[src/rtl/rv32_ctrl_pkg.sv]
// rtl/rv32_ctrl_pkg.sv - shared state type and parameter defaults for the PC redirect controller
package rv32_ctrl_pkg;

  localparam int XLEN_DEFAULT         = 32;
  localparam int FLUSH_CYCLES_DEFAULT = 2;

  typedef enum logic [1:0] {
    ST_IDLE     = 2'd0,
    ST_REDIRECT = 2'd1,
    ST_FLUSH    = 2'd2
  } redirect_state_e;

endpackage

[src/rtl/branch_target_gen.sv]
// rtl/branch_target_gen.sv - combinational control-flow target adder with JALR masking and alignment check
module branch_target_gen #(
  parameter int XLEN = 32
) (
  input  logic [XLEN-1:0] pc,
  input  logic [XLEN-1:0] imm,
  input  logic [XLEN-1:0] rs1_data,
  input  logic            is_jalr,
  output logic [XLEN-1:0] target,
  output logic            misaligned
);

  logic [XLEN-1:0] base;
  logic [XLEN-1:0] sum;

  always_comb begin
    base       = is_jalr ? rs1_data : pc;
    sum        = base + imm;
    target     = is_jalr ? {sum[XLEN-1:1], 1'b0} : sum;
    // Only bit 1 matters: bit 0 is always clear for valid branch/JAL immediates and masked for JALR.
    misaligned = target[1];
  end

endmodule

[src/rtl/pc_redirect_ctrl.sv]
// rtl/pc_redirect_ctrl.sv - EX-stage redirect handshake and flush sequencer; PC_REDIRECT_STATS_EN adds counters
module pc_redirect_ctrl
  import rv32_ctrl_pkg::*;
#(
  parameter int FLUSH_CYCLES = FLUSH_CYCLES_DEFAULT,
  parameter int XLEN         = XLEN_DEFAULT
) (
  input  logic            clk,
  input  logic            rst_n,
  input  logic            ex_valid,
  input  logic            ex_is_branch,
  input  logic            ex_is_jal,
  input  logic            ex_is_jalr,
  input  logic            branch_taken,
  input  logic [XLEN-1:0] ex_pc,
  input  logic [XLEN-1:0] ex_imm,
  input  logic [XLEN-1:0] ex_rs1_data,
  output logic            redirect_valid,
  output logic [XLEN-1:0] redirect_pc,
  input  logic            redirect_ready,
  output logic            flush_ifid,
  output logic            flush_idex,
  output logic            ex_stall,
  output logic            misalign_exc,
  output logic [XLEN-1:0] misalign_addr
`ifdef PC_REDIRECT_STATS_EN
  ,
  output logic [31:0]     stat_branches,
  output logic [31:0]     stat_redirects
`endif
);

  localparam logic [2:0] CNT_LOAD = 3'(FLUSH_CYCLES - 1);

  redirect_state_e state;
  logic [2:0]      flush_cnt;
  logic [XLEN-1:0] target;
  logic            target_misaligned;
  logic            cf_valid;
  logic            request;

  branch_target_gen #(.XLEN(XLEN)) u_target (
    .pc         (ex_pc),
    .imm        (ex_imm),
    .rs1_data   (ex_rs1_data),
    .is_jalr    (ex_is_jalr),
    .target     (target),
    .misaligned (target_misaligned)
  );

  // Anything EX presents outside IDLE is wrong-path and never counted or acted on.
  assign cf_valid = (state == ST_IDLE) && ex_valid && (ex_is_branch || ex_is_jal || ex_is_jalr);
  assign request  = (state == ST_IDLE) && ex_valid &&
                    (ex_is_jal || ex_is_jalr || (ex_is_branch && branch_taken));

  assign redirect_valid = (state == ST_REDIRECT);
  assign ex_stall       = (state == ST_REDIRECT);
  assign flush_ifid     = (state != ST_IDLE);

  always_ff @(posedge clk or negedge rst_n) begin
    if (!rst_n) begin
      state         <= ST_IDLE;
      flush_cnt     <= 3'd0;
      redirect_pc   <= '0;
      flush_idex    <= 1'b0;
      misalign_exc  <= 1'b0;
      misalign_addr <= '0;
    end else begin
      flush_idex   <= 1'b0;
      misalign_exc <= 1'b0;
      case (state)
        ST_IDLE: begin
          if (request) begin
            flush_idex <= 1'b1;
            if (target_misaligned) begin
              misalign_exc  <= 1'b1;
              misalign_addr <= target;
            end else begin
              state       <= ST_REDIRECT;
              redirect_pc <= target;
            end
          end
        end
        ST_REDIRECT: begin
          if (redirect_ready) begin
            state     <= ST_FLUSH;
            flush_cnt <= CNT_LOAD;
          end
        end
        ST_FLUSH: begin
          if (flush_cnt == 3'd0) begin
            state <= ST_IDLE;
          end else begin
            flush_cnt <= flush_cnt - 3'd1;
          end
        end
        default: state <= ST_IDLE;
      endcase
    end
  end

`ifdef PC_REDIRECT_STATS_EN
  always_ff @(posedge clk or negedge rst_n) begin
    if (!rst_n) begin
      stat_branches  <= 32'd0;
      stat_redirects <= 32'd0;
    end else begin
      if (cf_valid && (stat_branches != 32'hFFFF_FFFF)) begin
        stat_branches <= stat_branches + 32'd1;
      end
      if ((state == ST_REDIRECT) && redirect_ready && (stat_redirects != 32'hFFFF_FFFF)) begin
        stat_redirects <= stat_redirects + 32'd1;
      end
    end
  end
`endif

endmodule

[config.mk]
export PLATFORM = sky130hd
export DESIGN_NAME = pc_redirect_ctrl
export DESIGN_NICKNAME = d
export VERILOG_FILES = /design/src/rtl/rv32_ctrl_pkg.sv /design/src/rtl/branch_target_gen.sv /design/src/rtl/pc_redirect_ctrl.sv
export SDC_FILE = /design/constraint.sdc
export NUM_CORES = 1
export LEC_CHECK = 0
export BUFFER_PORTS_ARGS = -buffer_cell sky130_fd_sc_hd__buf_2
export CAP_MARGIN = 15
export CORE_ASPECT_RATIO = 0.7
export CORE_MARGIN = 2
export CORE_UTILIZATION = 40
export DETAILED_ROUTE_END_ITERATION = 16
export PLACE_DENSITY = 0.69
export SLEW_MARGIN = 20
export SYNTH_ARGS = -nofsm -noshare
export SYNTH_HDL_FRONTEND = slang
export SYNTH_HIERARCHICAL = 1
export SYNTH_SLANG_ARGS = --single-unit
[constraint.sdc]
create_clock -name clk -period 1.27 [get_ports clk]
set_input_delay 0.0635 -clock clk [delete_from_list [all_inputs] [get_ports clk]]
set_output_delay 0.0635 -clock clk [all_outputs]
set_load 0.005 [all_outputs]
==> flow_summary_export.csv, run 1 <==
group,metric,value,unit
grt,grt_max_degree,38,
die,io_pins,173,
cts,clkLatencyLatePin,0.34,ns
critical_path,required,1.49,ns
detailed_routing,vias,4689,
synth,async_flop_share,100,%
min_path,hp-class,"in2reg",
critical_path,crit-reg2reg-launch,"state[1]",
grt,grt_util_all_layers,23.6,%
critical_path,timing.rr.end,"redirect_pc[19]",
critical_path,path_cells,"buf_12, buf_12, buf_8, mux2_4, ha_4, a21oi_2, nand2_1, a21o_1, and2_1, a311o_1, a211o_1, a211o_1, mux2_4",
pwr,power.switching,0.00449,W
synth,ys_seq_area_share,35.9,%
sta,setup_viol,67,
sta,slew_viol_final,0,
finish,drive_above_1_share,69.5,%
sta,max_freq,391,MHz
sta,period_minus_slack,2.56,ns
critical_path,startpoint_type,"primary input",
cts,clk_path_buf_depth,2,
pwr,power,0.0137,W
synth,synth_seq_cells,71,
die,core_area,11900,sq um
detailed_routing,post_drt_via_cell_ratio,5.22,
finish,seqCellArea,1780,sq um
synth,syn_area,4950,sq um
detailed_routing,wl_per_cell,18.5,um
sta,timing.final.ws_setup,-1.29,ns
critical_path,path_class,"in2reg",
sta,final_hold_viol_count,0,
synth,ys.flop_type,"dfrtp_1",
finish,fillers,850,
sta,fin_skew,0.00766,ns
cts,clkSlewWorstSetupHoldPaths,0.06,ns
run,max_cap_violations,0,
finish,layout_common_cells,"buf_2 (167), buf_4 (109), dfrtp_1 (71), mux2_4 (55), mux2_2 (40)",
pwr,vdd_drop_max,0.894,mV
detailed_routing,first_pass_iters,5,
die,die_width,137,um
die,start_util,41.6,%
placement,dp.cells,847,
detailed_routing,totalWireLength,16600,um
cts,cts_tree,"built",
detailed_routing,ant_nets,0,
pwr,pwr-share-seq,29.7,%
detailed_routing,drt_iter0_markers,250,
synth,synthCells,430,
synth,synth.distinct_cells,58,
cts,root_buffer,"clkbuf_16",
die,die_y,97.0,um
synth,avgSynthCellArea,11.5,sq um
grt,overflow,0,
outcome,violations,"negative setup slack",
sta,tightest_slew,0.443,ns
critical_path,reg2reg_depth,5,
critical_path,path_buf_inv,3,
critical_path,cpLargestDelayFamily,"compound AO/OA/AOI/OAI gates",
finish,nNetsFinal,875,
sta,tns,-60.74,ns
synth,ys_warn_count,6,
die,dieArea,13300,sq um
placement,place_ws,-1.78,ns
synth,synthesis.nets,568,
synth,synth_edf_count,0,
pwr,p_leak,4.13,nW
cts,htree_levels,3,
critical_path,crit_start,"ex_is_jalr",
finish,syn_to_final_growth,67.3,%
detailed_routing,drc,0,
finish,multiInputGateArea,3720,sq um
pwr,clkPwrFrac,19.7,%
critical_path,cp.arrival,2.78,ns
pwr,p_comb_share,50.6,%
critical_path,cp_num_cells,13,
pwr,p_sw_share,32.7,%
grt,antenna_found_initial,0,
die,core.rowCount,33,
pwr,p_int,0.00925,W
critical_path,crit_end,"misalign_addr[23]",
placement,dp.final_hpwl,11200,um
cts,clock_sinks,71,
critical_path,worstSetupEndpointType,"register",
sta,slew_headroom,70.2,%
pwr,powerDensity,1660,nW/um^2
finish,instances_no_fill,898,
placement,routabilityCongestion,0.890,
grt,grt_pass1_wl,24500,um
placement,io_buffers,172,
outcome,status,"complete, but fails checks",
sta,rsz0062_at_grt,"true",
cts,cts_inserted_buffers,9,
finish,layout_commonest_cell,"buf_2",
finish,antenna-diode-count,0,
critical_path,critPathMaxStageDelay,0.35,ns
critical_path,cp_max_fo,7,
sta,timing.final.crit_share,201,%
grt,grt_pass1_vias,4753,
critical_path,crit_slowest_cell,"a311o_1",
critical_path,reg2reg_setup_slack,-0.28,ns
## Yosys cell counts (3+ instances only)
cell type  count  area share, %
nand2_1       16            1.2
nor2_1        19            1.4
mux2_2        66             15
o21ai_1        3           0.30
nand3_1        3           0.30
o2111ai_1      4           0.71
nand2b_1       5           0.63
a211o_1        4           0.71
xnor2_1       16            2.8
buf_8          3           0.91
a211oi_1       3           0.46
xor2_1        10            1.8
a21oi_1       27            2.7
dfrtp_1       71             36
ha_1          33            8.3
nor2b_1        4           0.51
buf_6          3           0.68
a21o_1        18            2.7
mux2_4        29            8.8
o211ai_1       5           0.76
and3_1         5           0.63
nor3_1         7           0.71
o21ai_0        8           0.81
o21bai_1       3           0.46
clkbuf_1       8           0.61
inv_1         11           0.83
a31oi_1        4           0.51
o21a_1         3           0.46
## metal layers
metal / vias up / wire (um) / track usage, % / share of wire, %
met2: 166 / 8160 / 38.0 / 49
met5: - / 0 / 0 / 0
li1: 2198 / - / - / -
met1: 2318 / 7430 / 33.3 / 45
met4: 0 / 74 / 4.60 / 0.45
met3: 7 / 940 / 4.25 / 5.7
## area by class of cell
| class | count | share of cell area (%) |
|---|---|---|
| Multi-Input combinational cell | 330 | 45.0 |
| Timing Repair Buffer | 314 | 26.8 |
| Sequential cell | 71 | 21.5 |
| Clock buffer | 9 | 2.72 |
| Tap cell | 157 | 2.37 |
| Clock inverter | 6 | 1.04 |
| Inverter | 11 | 0.529 |
## worst reg2reg max path, cell delays in order, from the launching register on
cell      delay [ns]
dfrtp_1         0.41
nor2_4          0.21
nand4b_4        0.19
buf_12          0.18
buf_12          0.14
mux2_4          0.30
## through the flow
| step | utilization [%] | hold slack [ns] | cell area (sq um) |
|---|---|---|---|
| finish | 69.6 | 0.0490 | 8270 |
| detailed placement | 58.3 | -0.0116 | 6930 |
| CTS | 66.0 | 0.0463 | 7840 |
| global route | 69.6 | 0.0519 | 8270 |
| floorplan | - | -0.232 | 5230 |
| global placement | 58.3 | -0.0168 | 6930 |
## sequential cells by signal (all words and copies together), names as in the netlist
signal / cells
flush_cnt: 3
flush_idex: 1
misalign_addr: 32
misalign_exc: 1
redirect_pc: 32
state: 2
## power groups by stage
stage / clock, W / sequential (W) / combinational, W
4_1_cts: 0.00274 / 0.00405 / 0.00647
3_5_place_dp: 0 / 0.00407 / 0.00579
3_3_place_gp: 0 / 0.00399 / 0.00563
5_1_grt: 0.00285 / 0.00421 / 0.00749
2_1_floorplan: 0 / 0.00407 / 0.00324
6_report: 0.00270 / 0.00408 / 0.00695
## how the worst min path moves through the flow
stage              from                 to  slack, ns  cells after the start
4_1_cts        ex_valid         flush_idex       0.05                      2
6_report       ex_valid         flush_idex       0.05                      2
3_5_place_dp      rst_n    redirect_pc[28]      -0.01                      1
5_1_grt        ex_valid         flush_idex       0.05                      2
3_3_place_gp      rst_n  misalign_addr[28]      -0.02                      1
2_1_floorplan     rst_n       flush_cnt[0]      -0.23                      0
## kinds of logic after synthesis
| family | Yosys count | share of synthesized area, % |
|---|---|---|
| AND/OR/NAND/NOR | 71 | 7.82 |
| buffers and inverters | 29 | 3.54 |
| flip-flops | 71 | 35.9 |
| adder cells (fa/ha/maj) | 34 | 8.75 |
| AO/OA/AOI/OAI | 103 | 15.3 |
| multiplexers | 96 | 24.0 |
| XOR/XNOR | 26 | 4.60 |
## timing repair
| action | 4_1_cts | 5_1_grt |
|---|---|---|
| hold endpoints to repair | 72 | 0 |
| cloned | 4 | 0 |
| buffers inserted | 16 | 18 |
| endpoints found under the setup margin | 69 | 71 |
| hold buffers | 2 | 0 |
| gates resized for setup | 84 | 64 |
| pin swaps | 32 | 20 |
Note: power is estimated with default switching activity, not from simulation.
==> inputs of run 2 (changes only) <==
- ABC_AREA: default -> 1
- PLACE_DENSITY: 0.69 -> 0.67
==> run 2 against run 1 <==
The flow still finishes with violations (negative setup slack). Worst hold slack improved by 0.16 ns. Final area increased by 15%. Critical endpoint is now misalign_addr[29]. Largest power group unchanged. Flip-flop and latch count stayed put.
==> flow_summary_export.csv, run 2 <==
group,metric,value,unit
run,max_cap_violations,0,
critical_path,worstSetupEndpointType,"register",
sta,setup_viol,66,
finish,layout_commonest_cell,"nand2_1",
finish,top_regs,"misalign_addr x32, redirect_pc x32, flush_cnt x3",
pwr,power.switching,0.00546,W
critical_path,path_cells,"buf_16, buf_16, mux2_4, ha_4, nand2_4, inv_1, nand2_1, nand2_1, a21oi_2, nand2_4, nand2_4, nand3_1, nand2_2, nand4_1, nand2_1",
detailed_routing,wl_met3,1240,um
detailed_routing,wl_per_cell,15.5,um
grt,antenna_found_initial,0,
detailed_routing,met1Wirelength,9510,um
sta,slew_headroom,70.8,%
synth,synth_area_leader_cell,"dfrtp_1",
sta,hold_slack,0.205,ns
die,die_y,104,um
min_path,hp-class,"in2async",
synth,synth-simple-area-share,38.9,%
cts,clkSlewWorstSetupHoldPaths,0.05,ns
synth,async_flop_share,100,%
sta,rsz0062_at_grt,"true",
placement,dp.final_hpwl,14500,um
synth,synth-compound-area-share,2.30,%
sta,final_hold_viol_count,0,
synth,synth_edf_count,0,
critical_path,startpoint_type,"primary input",
cts,clk_path_buf_depth,2,
detailed_routing,met2_length,9160,um
grt,grt_pass1_wl,31700,um
synth,synth.area.top_cells,"dfrtp_1 (31%), nand2_1 (24%), inv_1 (7.8%)",
sta,tightest_slew,0.438,ns
critical_path,path_class,"in2reg",
critical_path,cpLargestDelayFamily,"simple AND/OR/NAND/NOR gates",
synth,synth_top_family_by_area,"simple AND/OR/NAND/NOR gates",
critical_path,crit_slowest_cell,"mux2_4",
detailed_routing,ant_nets,0,
pwr,clkPwrFrac,18.1,%
critical_path,cp_max_fo,7,
outcome,status,"complete, but fails checks",
sta,period_minus_slack,1.85,ns
critical_path,path_buf_inv,3,
synth,syn_area,5760,sq um
cts,htree_levels,3,
detailed_routing,routed.top_layer,"met4",
detailed_routing,first_pass_iters,6,
synth,synth_top_area_share,30.8,%
finish,nNetsFinal,1251,
pwr,powerDensity,1440,nW/um^2
pwr,p_int,0.00822,W
synth,synth.distinct_cells,27,
synth,synth_fa_ha_area_share,7.52,%
grt,grt_util_all_layers,25.9,%
pwr,p_sw_share,39.9,%
outcome,violations,"negative setup slack",
cts,cts_inserted_buffers,9,
detailed_routing,drc,0,
finish,antenna-diode-count,0,
synth,post-synth-top-count-cell,"nand2_1",
finish,syn_to_final_growth,65.1,%
synth,ys_warn_count,6,
grt,grt_pass1_vias,6220,
synth,avgSynthCellArea,6.70,sq um
finish,fillers,1131,
die,start_util,41.1,%
grt,overflow,0,
synth,synthesis.nets,998,
sta,fin_skew,0.00454,ns
synth,ys.flop_type,"dfrtp_1",
detailed_routing,totalWireLength,20200,um
critical_path,cp.arrival,2.11,ns
sta,max_freq,542,MHz
pwr,pwr-share-seq,29.5,%
detailed_routing,post_drt_via_cell_ratio,4.96,
placement,routabilityCongestion,0.915,
finish,final_util,67.9,%
cts,cts_tree,"built",
sta,slew_viol_final,0,
synth,synth.area.mux_share,6.26,%
synth,ys_top_cells_by_count,"nand2_1 (365), inv_1 (120), dfrtp_1 (71)",
critical_path,required,1.54,ns
cts,clkLatencyLatePin,0.33,ns
synth,ys_seq_area_share,30.8,%
cts,root_buffer,"clkbuf_16",
pwr,vdd_drop_max,0.687,mV
cts,clock_sinks,71,
grt,grt_max_degree,30,
detailed_routing,vias,6493,
critical_path,critPathMaxStageDelay,0.31,ns
detailed_routing,drt_iter0_markers,399,
synth,synthCells,860,
die,die_width,147,um
die,dieArea,15400,sq um
placement,io_buffers,172,
finish,layout_common_cells,"nand2_1 (248), buf_2 (171), inv_1 (103), nand2_2 (97), buf_4 (72)",
pwr,p_leak,5.21,nW
sta,timing.final.ws_setup,-0.576,ns
finish,drive_above_1_share,50.7,%
pwr,p_comb_share,52.4,%
synth,synthXorXnorAreaFrac,2.58,%
die,io_pins,173,
sta,timing.final.crit_share,145,%
die,core.rowCount,36,
synth,synth_seq_cells,71,
die,core_area,14000,sq um
-- run 2: final cells by class --
| class | instances | area (sq um) | share of cell area, % |
|---|---|---|---|
| repair buffers | 275 | 1970 | 20.7 |
| flip-flops and latches | 71 | 1780 | 18.7 |
| clock buffers | 13 | 250 | 2.63 |
| clock inverters | 3 | 42.5 | 0.447 |
| multi-input cells | 633 | 4760 | 50.0 |
| well taps | 190 | 238 | 2.50 |
| inverters | 123 | 477 | 5.01 |
-- run 2: power by group through the flow --
stage / registers [W] / clock network (W) / logic, W
final: 0.00403 / 0.00248 / 0.00717
after global routing: 0.00415 / 0.00263 / 0.00789
after CTS: 0.00403 / 0.00252 / 0.00671
after detailed placement: 0.00403 / 0 / 0.00581
after global placement: 0.00402 / 0 / 0.00570
after floorplan: 0.00398 / 0 / 0.00326
-- run 2: cell families after synthesis --
kind of cell               Yosys count
adders and majority gates           34
muxes                               32
buffers and inverters              156
xor gates and xnor gates            17
DFF                                 71
AOI/OAI and AO/OA                   25
and+or+nand+nor                    525
-- run 2: path summary, 6_finish.rpt --
check | endpoint | startpoint | slack [ns] | depth (start not counted)
min in group clk | redirect_pc[0] | ex_is_jalr | 0.22 | 5
worst min register to register | misalign_addr[2] | misalign_addr[2] | 0.47 | 2
worst max-delay path | misalign_addr[29] | ex_is_jalr | -0.58 | 15
worst max register to register | redirect_pc[28] | state[0] | -0.12 | 8
worst min-delay path | redirect_pc[7] | rst_n | 0.20 | 2
max in group asynchronous | misalign_addr[29] | rst_n | 0.54 | 3
-- run 2: timing repair --
| action | 4_1_cts | 5_1_grt |
|---|---|---|
| hold buffers | 2 | 0 |
| pin swaps | 82 | 65 |
| gates resized for setup | 194 | 97 |
| endpoints found under the setup margin | 66 | 68 |
| cloned | 6 | 0 |
| buffers inserted | 15 | 6 |
| hold endpoints to repair | 15 | 0 |
-- run 2: per-layer routing --
metal | vias up | global-route usage (%)
met1 | 3006 | 37.3
met3 | 29 | 4.12
met2 | 236 | 41.6
li1 | 3222 | -
met4 | 0 | 4.53
met5 | - | 0
-- run 2: stage by stage --
step | TNS [ns] | cells | area, sq um | setup WS [ns] | total power [W]
floorplan | -36.36 | 860 | 6270 | -0.659 | 0.00724
global placement | -60.43 | 1267 | 7760 | -1.09 | 0.00973
detailed placement | -61.27 | 1267 | 7760 | -1.11 | 0.00984
CTS | -24.89 | 1302 | 9060 | -0.469 | 0.0133
global route | -33.18 | 1308 | 9510 | -0.633 | 0.0147
finish | -28.09 | 1308 | 9510 | -0.576 | 0.0137
==> inputs of run 3 (changes only) <==
- PLACE_DENSITY: 0.67 -> 0.69
==> run 3 against run 2 <==
The flow still finishes with violations (negative setup slack). Power rose by 4.0%. Clock skew fell by 0.00094 ns. Flip-flop and latch count did not move. Worst hold slack improved by 0.013 ns. Register-to-register slack barely moved. Utilization rose by 0.96 points. Final area rose by 1.4%. Global-route usage fell by 0.56 points. Sequential share of layout area fell by 0.26 points. First-iteration DRC count rose by 9.8%. Cell count fell by 0.23%. Largest power group unchanged.
==> flow_summary_export.csv, run 3 (synthesis results as in run 2) <==
group,metric,value,unit
placement,dp.final_hpwl,14400,um
sta,slew_headroom,74.9,%
die,core_area,14000,sq um
finish,antenna-diode-count,0,
detailed_routing,drc,0,
die,dieArea,15400,sq um
finish,top_regs,"misalign_addr x32, redirect_pc x32, flush_cnt x3",
sta,final_hold_viol_count,0,
grt,overflow,0,
cts,clkSlewWorstSetupHoldPaths,0.05,ns
sta,setup_viol,66,
finish,syn_to_final_growth,67.4,%
critical_path,worstSetupEndpointType,"register",
placement,place_area,7710,sq um
detailed_routing,post_drt_via_cell_ratio,5.08,
finish,final_util,68.8,%
die,die_width,147,um
finish,drive_above_1_share,52.7,%
outcome,status,"complete, but fails checks",
pwr,p_leak,5.27,nW
run,max_cap_violations,0,
placement,io_buffers,172,
grt,grt_pass1_wl,31000,um
finish,layout_commonest_cell,"nand2_1",
sta,timing.final.crit_share,146,%
detailed_routing,totalWireLength,21000,um
min_path,holdPathStages,5,
finish,fillers,1075,
critical_path,path_class,"in2reg",
cts,clkLatencyLatePin,0.33,ns
cts,clk_path_buf_depth,2,
cts,root_buffer,"clkbuf_16",
sta,fin_skew,0.00360,ns
min_path,hp-class,"in2reg",
critical_path,required,1.54,ns
finish,multiInputGateArea,4810,sq um
die,io_pins,173,
cts,cts_tree,"built",
sta,rsz0062_at_grt,"true",
sta,period_minus_slack,1.86,ns
critical_path,startpoint_type,"primary input",
die,core.rowCount,36,
pwr,vdd_drop_max,0.760,mV
detailed_routing,first_pass_iters,6,
cts,clock_sinks,71,
cts,cts_inserted_buffers,9,
finish,finalInstanceArea,9640,sq um
finish,nNetsFinal,1248,
outcome,violations,"negative setup slack",
die,start_util,41.1,%
cts,htree_levels,3,
sta,timing.final.ws_setup,-0.590,ns
critical_path,cp.arrival,2.13,ns
pwr,powerDensity,1480,nW/um^2
detailed_routing,ant_nets,0,
sta,tightest_slew,0.376,ns
grt,grt_util_all_layers,25.3,%
placement,routabilityCongestion,0.942,
detailed_routing,drt_iter0_markers,438,
placement,place_ws,-1.06,ns
detailed_routing,vias,6634,
sta,slew_viol_final,0,
detailed_routing,wl_per_cell,16.1,um
critical_path,reg2reg_depth,8,
critical_path,cp_max_fo,7,
grt,grt_max_degree,72,
finish,seqCellArea,1780,sq um
grt,grt_pass1_vias,6182,
sta,max_freq,538,MHz
grt,antenna_found_initial,0,
die,die_y,104,um
finish,layout_common_cells,"nand2_1 (225), buf_2 (171), nand2_2 (111), inv_1 (101), dfrtp_1 (71)",
[run 3: metal layers]
layer / GRT usage [%] / wire length [um] / up-vias / share of wire, %
met3: 3.07 / 1600 / 36 / 7.7
met5: 0 / 0 / - / 0
met2: 39.6 / 9470 / 316 / 45
met1: 37.1 / 9460 / 3065 / 45
li1: - / - / 3217 / -
met4: 6.66 / 412 / 0 / 2.0
[run 3: critical path: stages]
cell	delay [ns]
buf_16	0.14
buf_16	0.15
mux2_4	0.31
ha_4	0.32
nand2_2	0.06
inv_2	0.09
nand2_2	0.08
nor3_2	0.15
nand2_1	0.10
nand2_2	0.13
nand2_2	0.09
nand2_1	0.07
nand2_1	0.06
nand2_2	0.08
nand4_1	0.13
nand2_1	0.09
[run 3: layout make-up]
type / count / area share [%]
Multi-Input combinational cell: 633 / 49.8
Tap cell: 190 / 2.47
Inverter: 123 / 5.02
Timing Repair Buffer: 272 / 21.0
Clock buffer: 13 / 2.80
Sequential cell: 71 / 18.4
Clock inverter: 3 / 0.415
[run 3: final timing paths]
check / startpoint / to / slack (ns)
max: ex_is_jalr / misalign_addr[29] / -0.59
min: ex_valid / misalign_addr[0] / 0.22
max reg2reg: state[0] / misalign_addr[29] / -0.12
min reg2reg: misalign_addr[6] / misalign_addr[6] / 0.47
max in group asynchronous: rst_n / redirect_pc[13] / 0.68
min in group asynchronous: rst_n / flush_cnt[2] / 0.29
[run 3: what timing repair did]
| action | in CTS | in global routing |
|---|---|---|
| buffers inserted | 17 | 8 |
| gates resized for setup | 161 | 170 |
| endpoints found under the hold margin | 72 | 0 |
| hold buffers | 2 | 0 |
| setup endpoints to repair | 66 | 67 |
| pin swaps | 75 | 89 |
| cloned | 9 | 1 |
[run 3: power by group]
group	leakage [nW]	internal, W	switching (W)	total, W
Sequential	0.892	0.00333	0.000769	0.00410
Clock	0.156	0.00167	0.000919	0.00259
Combinational	4.22	0.00351	0.00403	0.00753
Total	5.27	0.00851	0.00571	0.0142
[run 3: per-stage QoR]
stage               TNS (ns)  hold slack (ns)  cells  power [W]
finish                -29.72            0.218   1305     0.0142
global route          -34.22            0.251   1305     0.0151
CTS                   -25.98            0.216   1299     0.0134
detailed placement    -59.52            0.121   1258    0.00984
global placement      -57.94            0.120   1258    0.00971
floorplan             -36.36           -0.232    860    0.00724
